[src/rtl/adc0809_pkg.sv]
// Shared types and constants for the ADC0809 responder emulation.
package adc0809_pkg;

  localparam int unsigned ADC_CH_NUM = 8;
  localparam int unsigned ADC_ADDR_W = 3;
  localparam logic [7:0]  LFSR_SEED  = 8'hA5;

  typedef enum logic [2:0] {
    StIdle,
    StHold,
    StWait,
    StConv,
    StDone
  } adc_state_e;

  function automatic int unsigned max_u(input int unsigned a, input int unsigned b);
    return (a > b) ? a : b;
  endfunction

  // Fibonacci LFSR, taps 8,6,5,4.
  function automatic logic [7:0] lfsr_next(input logic [7:0] l);
    return {l[6:0], l[7] ^ l[5] ^ l[4] ^ l[3]};
  endfunction

endpackage

[src/rtl/adc_clk_edge.sv]
// Synchronizes an external adc_clock into the system domain and emits a
// one-clock tick per rising edge.
module adc_clk_edge (
  input  logic clock_i,
  input  logic reset_i,
  input  logic adc_clock_i,
  output logic tick_o
);

  logic sync1_q, sync2_q, sync3_q;

  always_ff @(posedge clock_i) begin
    if (reset_i) begin
      sync1_q <= 1'b0;
      sync2_q <= 1'b0;
      sync3_q <= 1'b0;
    end else begin
      sync1_q <= adc_clock_i;
      sync2_q <= sync1_q;
      sync3_q <= sync2_q;
    end
  end

  assign tick_o = sync2_q & ~sync3_q;

endmodule

[src/rtl/adc0809_responder.sv]
// Responder-side ADC0809 emulation: latches address, times a conversion in
// adc_clock ticks and returns the selected channel value. Optional noise: ADC_NOISE_EN.
module adc0809_responder
  import adc0809_pkg::*;
#(
  parameter int unsigned CONV_CYCLES = 64,
  parameter int unsigned EOC_DELAY   = 8,
  parameter int unsigned DATA_W      = 8
) (
  input  logic                         clock_i,
  input  logic                         reset_i,
  input  logic                         adc_clock_i,
  input  logic                         ale_i,
  input  logic                         start_i,
  input  logic                         oe_i,
  input  logic [ADC_ADDR_W-1:0]        address_i,
  input  logic [ADC_CH_NUM*DATA_W-1:0] ch_data_i,
  output logic                         eoc_o,
  output logic [DATA_W-1:0]            adc_data_o,
  output logic                         data_oe_o,
  output logic                         busy_o
);

  localparam int unsigned CntMax = max_u(CONV_CYCLES, EOC_DELAY);
  localparam int unsigned CntW   = $clog2(CntMax + 1);

  logic tick;

  adc_clk_edge u_adc_clk_edge (
    .clock_i     (clock_i),
    .reset_i     (reset_i),
    .adc_clock_i (adc_clock_i),
    .tick_o      (tick)
  );

  logic [DATA_W-1:0] ch_arr [ADC_CH_NUM];
  for (genvar g = 0; g < ADC_CH_NUM; g++) begin : g_ch
    assign ch_arr[g] = ch_data_i[g*DATA_W +: DATA_W];
  end

  adc_state_e        state_q, state_d;
  logic [CntW-1:0]   cnt_q, cnt_d;
  logic [DATA_W-1:0] sample_q, sample_d;
  logic [DATA_W-1:0] result_q, result_d;
  logic [DATA_W-1:0] conv_result;
  logic [ADC_ADDR_W-1:0] addr_q;
  logic start_q, start_prev_q;
  logic start_rise, start_fall;
  logic conv_done;
  logic eoc_q, busy_q, data_oe_q;
  logic [DATA_W-1:0] adc_data_q;

  assign start_rise = start_q & ~start_prev_q;
  assign start_fall = ~start_q & start_prev_q;

`ifdef ADC_NOISE_EN
  logic [7:0] lfsr_q, lfsr_d;

  always_comb begin
    lfsr_d      = conv_done ? lfsr_next(lfsr_q) : lfsr_q;
    conv_result = sample_q;
    // Saturate instead of wrapping at the rails.
    if (lfsr_q[1]) begin
      if (lfsr_q[0]) begin
        conv_result = (sample_q == '1) ? sample_q : sample_q + DATA_W'(1);
      end else begin
        conv_result = (sample_q == '0) ? sample_q : sample_q - DATA_W'(1);
      end
    end
  end

  always_ff @(posedge clock_i) begin
    if (reset_i) lfsr_q <= LFSR_SEED;
    else         lfsr_q <= lfsr_d;
  end
`else
  assign conv_result = sample_q;
`endif

  always_comb begin
    state_d   = state_q;
    cnt_d     = cnt_q;
    sample_d  = sample_q;
    result_d  = result_q;
    conv_done = 1'b0;
    unique case (state_q)
      StIdle, StDone: begin
        if (start_rise) begin
          state_d = StHold;
          cnt_d   = '0;
        end
      end
      StHold: begin
        if (start_fall) begin
          sample_d = ch_arr[addr_q];
          cnt_d    = '0;
          state_d  = StWait;
        end
      end
      StWait: begin
        if (start_rise) begin
          state_d = StHold;
          cnt_d   = '0;
        end else if (tick) begin
          if (cnt_q == CntW'(EOC_DELAY - 1)) begin
            state_d = StConv;
            cnt_d   = '0;
          end else begin
            cnt_d = cnt_q + CntW'(1);
          end
        end
      end
      StConv: begin
        // An abort on the final tick wins; the result is left untouched.
        if (start_rise) begin
          state_d = StHold;
          cnt_d   = '0;
        end else if (tick) begin
          if (cnt_q == CntW'(CONV_CYCLES - 1)) begin
            state_d   = StDone;
            cnt_d     = '0;
            result_d  = conv_result;
            conv_done = 1'b1;
          end else begin
            cnt_d = cnt_q + CntW'(1);
          end
        end
      end
      default: begin
        state_d = StIdle;
        cnt_d   = '0;
      end
    endcase
  end

  always_ff @(posedge clock_i) begin
    if (reset_i) begin
      state_q      <= StIdle;
      cnt_q        <= '0;
      sample_q     <= '0;
      result_q     <= '0;
      addr_q       <= '0;
      start_q      <= 1'b0;
      start_prev_q <= 1'b0;
      eoc_q        <= 1'b1;
      busy_q       <= 1'b0;
      adc_data_q   <= '0;
      data_oe_q    <= 1'b0;
    end else begin
      state_q      <= state_d;
      cnt_q        <= cnt_d;
      sample_q     <= sample_d;
      result_q     <= result_d;
      if (ale_i) addr_q <= address_i;
      start_q      <= start_i;
      start_prev_q <= start_q;
      eoc_q        <= (state_d != StConv);
      busy_q       <= (state_d == StHold) || (state_d == StWait) || (state_d == StConv);
      adc_data_q   <= oe_i ? result_q : '0;
      data_oe_q    <= oe_i;
    end
  end

  assign eoc_o      = eoc_q;
  assign busy_o     = busy_q;
  assign adc_data_o = adc_data_q;
  assign data_oe_o  = data_oe_q;

endmodule

[config.mk]
export PLATFORM = sky130hd
export DESIGN_NAME = adc0809_responder
export DESIGN_NICKNAME = d
export VERILOG_FILES = /design/src/rtl/adc0809_pkg.sv /design/src/rtl/adc_clk_edge.sv /design/src/rtl/adc0809_responder.sv
export SDC_FILE = /design/constraint.sdc
export NUM_CORES = 1
export LEC_CHECK = 0
export BUFFER_PORTS_ARGS = -buffer_cell sky130_fd_sc_hd__buf_2
export CAP_MARGIN = 20
export CORE_ASPECT_RATIO = 0.5
export CORE_MARGIN = 2
export CORE_UTILIZATION = 40
export CTS_CLUSTER_SIZE = 28
export DETAILED_ROUTE_END_ITERATION = 8
export HOLD_SLACK_MARGIN = 0.12
export PLACE_DENSITY = 0.68
export SLEW_MARGIN = 20
export SYNTH_ARGS = -nofsm -noshare
export SYNTH_HDL_FRONTEND = slang
export SYNTH_SLANG_ARGS = --single-unit
[constraint.sdc]
create_clock -name clock_i -period 2.1 [get_ports clock_i]
set_input_delay 0.42 -clock clock_i [delete_from_list [all_inputs] [get_ports clock_i]]
set_output_delay 0.42 -clock clock_i [all_outputs]
set_load 0.01 [all_outputs]
==> summary.md, run 1 <==
| Metric | Value |
|---|---|
| Outcome | `finished, final reports clean` |
| Row count | `18` |
| Post-Route WL | `4790 um` |
| Worst setup margin | `0.262 ns` |
| Ys flop type | `dfxtp_1` |
| CP max-delay cell | `nor3_1` |
| H-tree depth | `2` |
| Non-Filler Instances | `358` |
| Die Height | `56.2 um` |
| F_max | `0.544 GHz` |
| Setup_tns | `0 ns` |
| RR Endpoint | `result_q[0]$_SDFFE_PP0P_` |
| Worst EP arrival | `2.04 ns` |
| Worst Reg-to-Reg Cells | `7` |
| P&R area growth vs syn | `26.6%` |
| Met1 Use GR | `21.3%` |
| Gates resized, CTS repair | `0` |
| Post-route minimum period | `1.84 ns` |
| Hold EP | `start_prev_q$_SDFF_PP0_` |
| Slowest stage delay, CP | `0.43 ns` |
| Clock Sinks | `45` |
| Core ar. | `5090 um^2` |
| Tot GR Track Use | `16.9%` |
| Via count | `1826` |
| Die area | `6080 um^2` |
| DP Cell Count | `350` |
| CTS tree | `built` |
| Crit path buffers/inverters | `1` |
| RSZ-0062 raised after global routing | `no` |
| Slew Viols, Final | `0` |
| CP startpoint | `cnt_q[0]$_SDFFE_PP0P_` |
| Worst Path Required | `2.30 ns` |
| Fin crit share | `87.5%` |
| Synth top area cells | `dfxtp_1, mux4_2, mux2i_1` |
| Post-synthesis register bit count | `45` |
| Max IR drop VDD | `275 uV` |
| Clock Tree Root | `clkbuf_8` |
| DR iter-0 viols | `79` |
| Leakage | `0.00118 uW` |
| Clk Latency, worst-skew pair | `0.31 ns` |
| Reg clk slew, reported paths | `0.09 ns` |
| Overflow left after global routing | `0` |
| Drt via density | `5.10` |
| CTS buffer count | `5` |
| Post-DRT Antenna Nets | `0` |
| # Max-Cap Violations | `0` |
| CP Cell Sequence | `ha_1, nand2_1, nor3_1, nand4_1, buf_4, mux2i_1, nor2_1` |
| Dpl ws | `0.262 ns` |
| Layout Nets | `361` |
| Critical path's top delay family | `simple AND/OR/NAND/NOR gates` |
| Worst Skew | `0.00875 ns` |
| I/O Pins | `84` |
| Leading area contributor after synthesis | `dfxtp_1` |
| GR Util met2 | `27.4%` |
| Syn Area/Cell | `10.6 um^2` |
| CTS max path bufs | `2` |
| Hold_sp | `reset_i` |
| Die Width | `108 um` |
| Share of layout cells above drive strength 1 | `41.0%` |
| Initial core utilization | `42.8%` |
| Drt pass-1 iters | `4` |
| R2r setup slk | `0.26 ns` |
| GR Util met3 | `3.75%` |
| DRC Markers | `0` |
| WHS Path Cells | `2` |
| Cells after Synth | `206` |
| FFs w/ async S/R, synth | `0%` |
| Kind of critical path | `reg -> reg` |
| Hold_buf cts | `0` |
| First-pass GRT wire length | `8100 um` |
| Setup violations, final | `0` |
| Synth top area share | `41.4%` |
| Post-Syn Nets | `280` |
| Headroom to the max-slew limit | `54.7%` |
| Initial antenna violation count | `0` |
| Most frequent cell after synthesis | `dfxtp_1` |
| Gpl congestion | `0.789` |
| I/O Buffers | `83` |
| Pin count of the biggest net entering global routing | `31` |
| Worst Tran Pin Value | `0.679 ns` |
| RR Startpoint | `cnt_q[0]$_SDFFE_PP0P_` |
| Postcts setup bufs | `0` |
| Endpoint class of the critical path | `flop` |
| Post-synth top cells | `dfxtp_1, nor2_1, mux2i_1` |
| FILL cells | `480` |
| Yosys Warn Count | `0` |
| Cell Area, Synth | `2180 um^2` |
| DP Wirelength | `3740 um` |
| Avg WL per Cell | `13.4 um` |
| Post-synth EDFFs | `0` |
| Top Usage Layer GRT | `met2` |
| Antenna diodes | `0` |
| Hold Crit Class | `in -> reg` |
| PD cells | `640 nW/um^2` |
| Endpoints failing hold | `0` |
| Share of the yosys chip area belonging to registers | `41.4%` |
| Worst setup SP type | `flop` |
| Count of cell types in the netlist | `39` |
| Vias in the first global route | `1821` |
| Crit path max fanout | `9` |
[registers in the layout, indices dropped and copies added (netlist names)]
| register | flops |
|---|---|
| adc_data_o | 8 |
| addr_q | 3 |
| busy_o | 1 |
| cnt_q | 7 |
| conv_result | 8 |
| data_oe_o | 1 |
| eoc_o | 1 |
| result_q | 8 |
| start_prev_q | 1 |
| start_q | 1 |
| state_q | 3 |
| u_adc_clk_edge.sync1_q | 1 |
| u_adc_clk_edge.sync2_q | 1 |
| u_adc_clk_edge.sync3_q | 1 |
[cell families after synthesis]
group | share of synthesized area, %
buf+inv | 3.33
fa+ha+maj | 0.575
compound gates | 9.66
simple gates | 19.8
flops | 41.4
mux | 25.3
[worst max path at each step]
| stage | end | slack, ns | depth (start not counted) |
|---|---|---|---|
| 2_1_floorplan | result_q[7]$_SDFFE_PP0P_ | 0.45 | 7 |
| 3_3_place_gp | result_q[7]$_SDFFE_PP0P_ | 0.31 | 7 |
| 3_5_place_dp | result_q[3]$_SDFFE_PP0P_ | 0.26 | 7 |
| 4_1_cts | result_q[1]$_SDFFE_PP0P_ | 0.25 | 7 |
| 5_1_grt | result_q[2]$_SDFFE_PP0P_ | 0.05 | 7 |
| 6_report | result_q[0]$_SDFFE_PP0P_ | 0.26 | 7 |
[metrics by stage]
step                hold WS [ns]  utilization [%]  area [um^2]  power, uW
floorplan                  0.414                -         2180       1030
global placement           0.448             51.9         2640       1120
detailed placement         0.441             51.9         2640       1120
CTS                        0.307             54.2         2760       1790
global route               0.315             54.2         2760       1830
finish                     0.305             54.2         2760       1760
[cells in the final DEF, fill, tap and decap left out, types with 2 or more instances in the layout]
cell type,Yosys,routed
dfxtp_1,45,45
clkbuf_8,0,5
a211oi_1,8,8
a31oi_1,4,4
nand3_1,9,9
and2_1,9,9
nor2_1,27,27
mux4_2,16,16
o21ai_0,4,4
nor3_1,2,2
nand4_1,2,2
or4_1,2,2
buf_4,2,4
mux2i_1,19,19
buf_2,4,83
a21oi_1,6,6
nand2_1,11,11
nand2b_1,2,2
nand3b_1,2,2
nor2b_1,8,8
[where the power goes]
group          total [uW]  internal (uW)  switching (uW)
combinational         214            132            82.6
sequential            885            867            18.7
clock                 665            356             309
[cell type report]
cell class / count / area (um^2) / share of cell area, %
Multi-Input combinational cell: 147 / 1200 / 43.7
Sequential cell: 45 / 901 / 32.7
Timing Repair Buffer: 87 / 445 / 16.2
Tap cell: 70 / 87.6 / 3.18
Clock buffer: 5 / 68.8 / 2.50
Clock inverter: 3 / 46.3 / 1.68
Inverter: 1 / 3.75 / 0.136
[per-layer routing]
| layer | wire length (um) | vias to the layer above |
|---|---|---|
| met5 | 0 | - |
| met4 | 130 | 0 |
| met3 | 275 | 12 |
| met2 | 2150 | 58 |
| met1 | 2240 | 835 |
| li1 | - | 921 |
(Power assumes the default switching activity.)
==> inputs of run 2 (changes only) <==
--- a/config.mk
+++ b/config.mk
@@ -7,7 +7,6 @@
 export LEC_CHECK = 0
 export BUFFER_PORTS_ARGS = -buffer_cell sky130_fd_sc_hd__buf_2
 export CAP_MARGIN = 20
-export CORE_ASPECT_RATIO = 0.5
 export CORE_MARGIN = 2
 export CORE_UTILIZATION = 40
 export CTS_CLUSTER_SIZE = 28
==> run 2 against run 1 <==
Design area increased by 0.36%. Maximum frequency increased by 3.8%. Flip-flop and latch count unchanged. Critical path type unchanged. Critical path depth decreased by 2. Routed wire length decreased by 4.2%. Highest routed layer unchanged. Via count increased by 0.49%. Clock skew decreased by 0.0027 ns. Power decreased by 1.3%. First-iteration DRC count decreased by 67%. Largest cell class unchanged. Sequential power decreased by 0.7%. Cell count increased by 0.28%.
==> summary.md, run 2 (same netlist as run 1, synthesis figures left out) <==
| Metric | Value |
|---|---|
| Outcome | `finished, final reports clean` |
| Fin crit share | `84.4%` |
| Slew Viols, Final | `0` |
| F_max | `0.564 GHz` |
| Post-Route WL | `4590 um` |
| Via count | `1835` |
| Tot GR Track Use | `16.4%` |
| Overflow left after global routing | `0` |
| P&R area growth vs syn | `27.1%` |
| Gpl congestion | `0.783` |
| DP Wirelength | `3680 um` |
| Clock Sinks | `45` |
| Endpoints failing hold | `0` |
| CP Cell Sequence | `nor2b_1, nand2_1, a211oi_2, nand3_1, a31oi_1` |
| Kind of critical path | `reg -> reg` |
| Drt pass-1 iters | `4` |
| Row count | `26` |
| Worst setup SP type | `flop` |
| Clock Tree Root | `clkbuf_8` |
| GR Util met2 | `28.9%` |
| Core ar. | `5170 um^2` |
| Pin count of the biggest net entering global routing | `26` |
| # Max-Cap Violations | `0` |
| I/O Pins | `84` |
| Worst Skew | `0.00601 ns` |
| Clk Latency, worst-skew pair | `0.29 ns` |
| CTS buffer count | `5` |
| Die Height | `77.8 um` |
| First-pass GRT wire length | `8010 um` |
| RSZ-0062 raised after global routing | `no` |
| DR iter-0 viols | `26` |
| Worst EP arrival | `2.00 ns` |
| Die Width | `77.8 um` |
| GR Util met3 | `3.49%` |
| Layout Nets | `362` |
| Worst hold slack | `0.333 ns` |
| Crit path max fanout | `9` |
| Max IR drop VDD | `253 uV` |
| Hold_buf cts | `0` |
| Slowest stage delay, CP | `0.50 ns` |
| Vias in the first global route | `1780` |
| Worst Path Required | `2.32 ns` |
| Setup violations, final | `0` |
| Leakage | `0.00119 uW` |
| CTS max path bufs | `2` |
| Endpoint class of the critical path | `flop` |
| DRC Markers | `0` |
| Worst Tran Pin Value | `0.467 ns` |
| Die area | `6050 um^2` |
| Avg WL per Cell | `12.8 um` |
| CTS tree | `built` |
| CP max-delay cell | `dfxtp_1` |
| Most common cell after layout, fill and taps aside | `buf_2` |
| Antenna diodes | `0` |
| Setup_tns | `0 ns` |
| Initial core utilization | `42.1%` |
| Initial antenna violation count | `0` |
| Post-route minimum period | `1.77 ns` |
| Most frequent cells in the layout | `buf_2, dfxtp_1, nor2_1` |
| Reg clk slew, reported paths | `0.08 ns` |
| Met1 Use GR | `20.0%` |
| I/O Buffers | `83` |
| PD cells | `630 nW/um^2` |
| Post-DRT Antenna Nets | `0` |
| H-tree depth | `2` |
| Hold Crit Class | `in -> reg` |
| Headroom to the max-slew limit | `68.8%` |
| Drt via density | `5.11` |
| Top Usage Layer GRT | `met2` |
| Share of layout cells above drive strength 1 | `41.5%` |
-- run 2: what timing repair did --
item | in CTS | in global routing
buffers inserted | 0 | 0
endpoints found under the setup margin | 0 | 4
gates resized for setup | 0 | 1
-- run 2: worst paths after layout --
kind | from | to | slack, ns | cells after the start
min reg2reg | u_adc_clk_edge.sync1_q$_SDFF_PP0_ | u_adc_clk_edge.sync2_q$_SDFF_PP0_ | 0.46 | 1
max reg2reg | state_q[1]$_SDFF_PP0_ | cnt_q[3]$_SDFFE_PP0P_ | 0.33 | 5
max | state_q[1]$_SDFF_PP0_ | cnt_q[3]$_SDFFE_PP0P_ | 0.33 | 5
min | adc_clock_i | u_adc_clk_edge.sync1_q$_SDFF_PP0_ | 0.33 | 2
-- run 2: metal layers --
metal  up-vias  share of wire [%]
met5         -                  0
met2        81                 50
met1       832                 41
li1        916                  -
met3         6                7.3
met4         0                1.3
-- run 2: metrics by stage --
stage	power, uW	setup slack (ns)	area [um^2]	utilization, %	cells
after global placement	1120	0.334	2650	51.2	351
after detailed placement	1120	0.245	2650	51.2	351
final	1740	0.328	2770	53.5	359
after CTS	1770	0.234	2760	53.4	359
after global routing	1830	0.0630	2770	53.5	359
after floorplan	1030	0.449	2180	-	206
-- run 2: worst max-delay path, delay by kind of cell (launching register included) --
family | cells | cell delay [ns]
and+or+nand+nor | 3 | 0.62
DFF | 1 | 0.50
AOI/OAI and AO/OA | 2 | 0.59
-- run 2: power by group --
part           switching (uW)  internal, uW
registers                12.2           867
clock network             287           356
logic                    88.1           133
total                     387          1360
-- run 2: cell type report --
class                      instances  area (um^2)
clock buffer                       5         68.8
clock inverter                     3         43.8
fill                             466         2410
inverter                           1         3.75
multi-input combinational        147         1210
sequential                        45          901
tap                               70         87.6
timing repair buffer              88          453
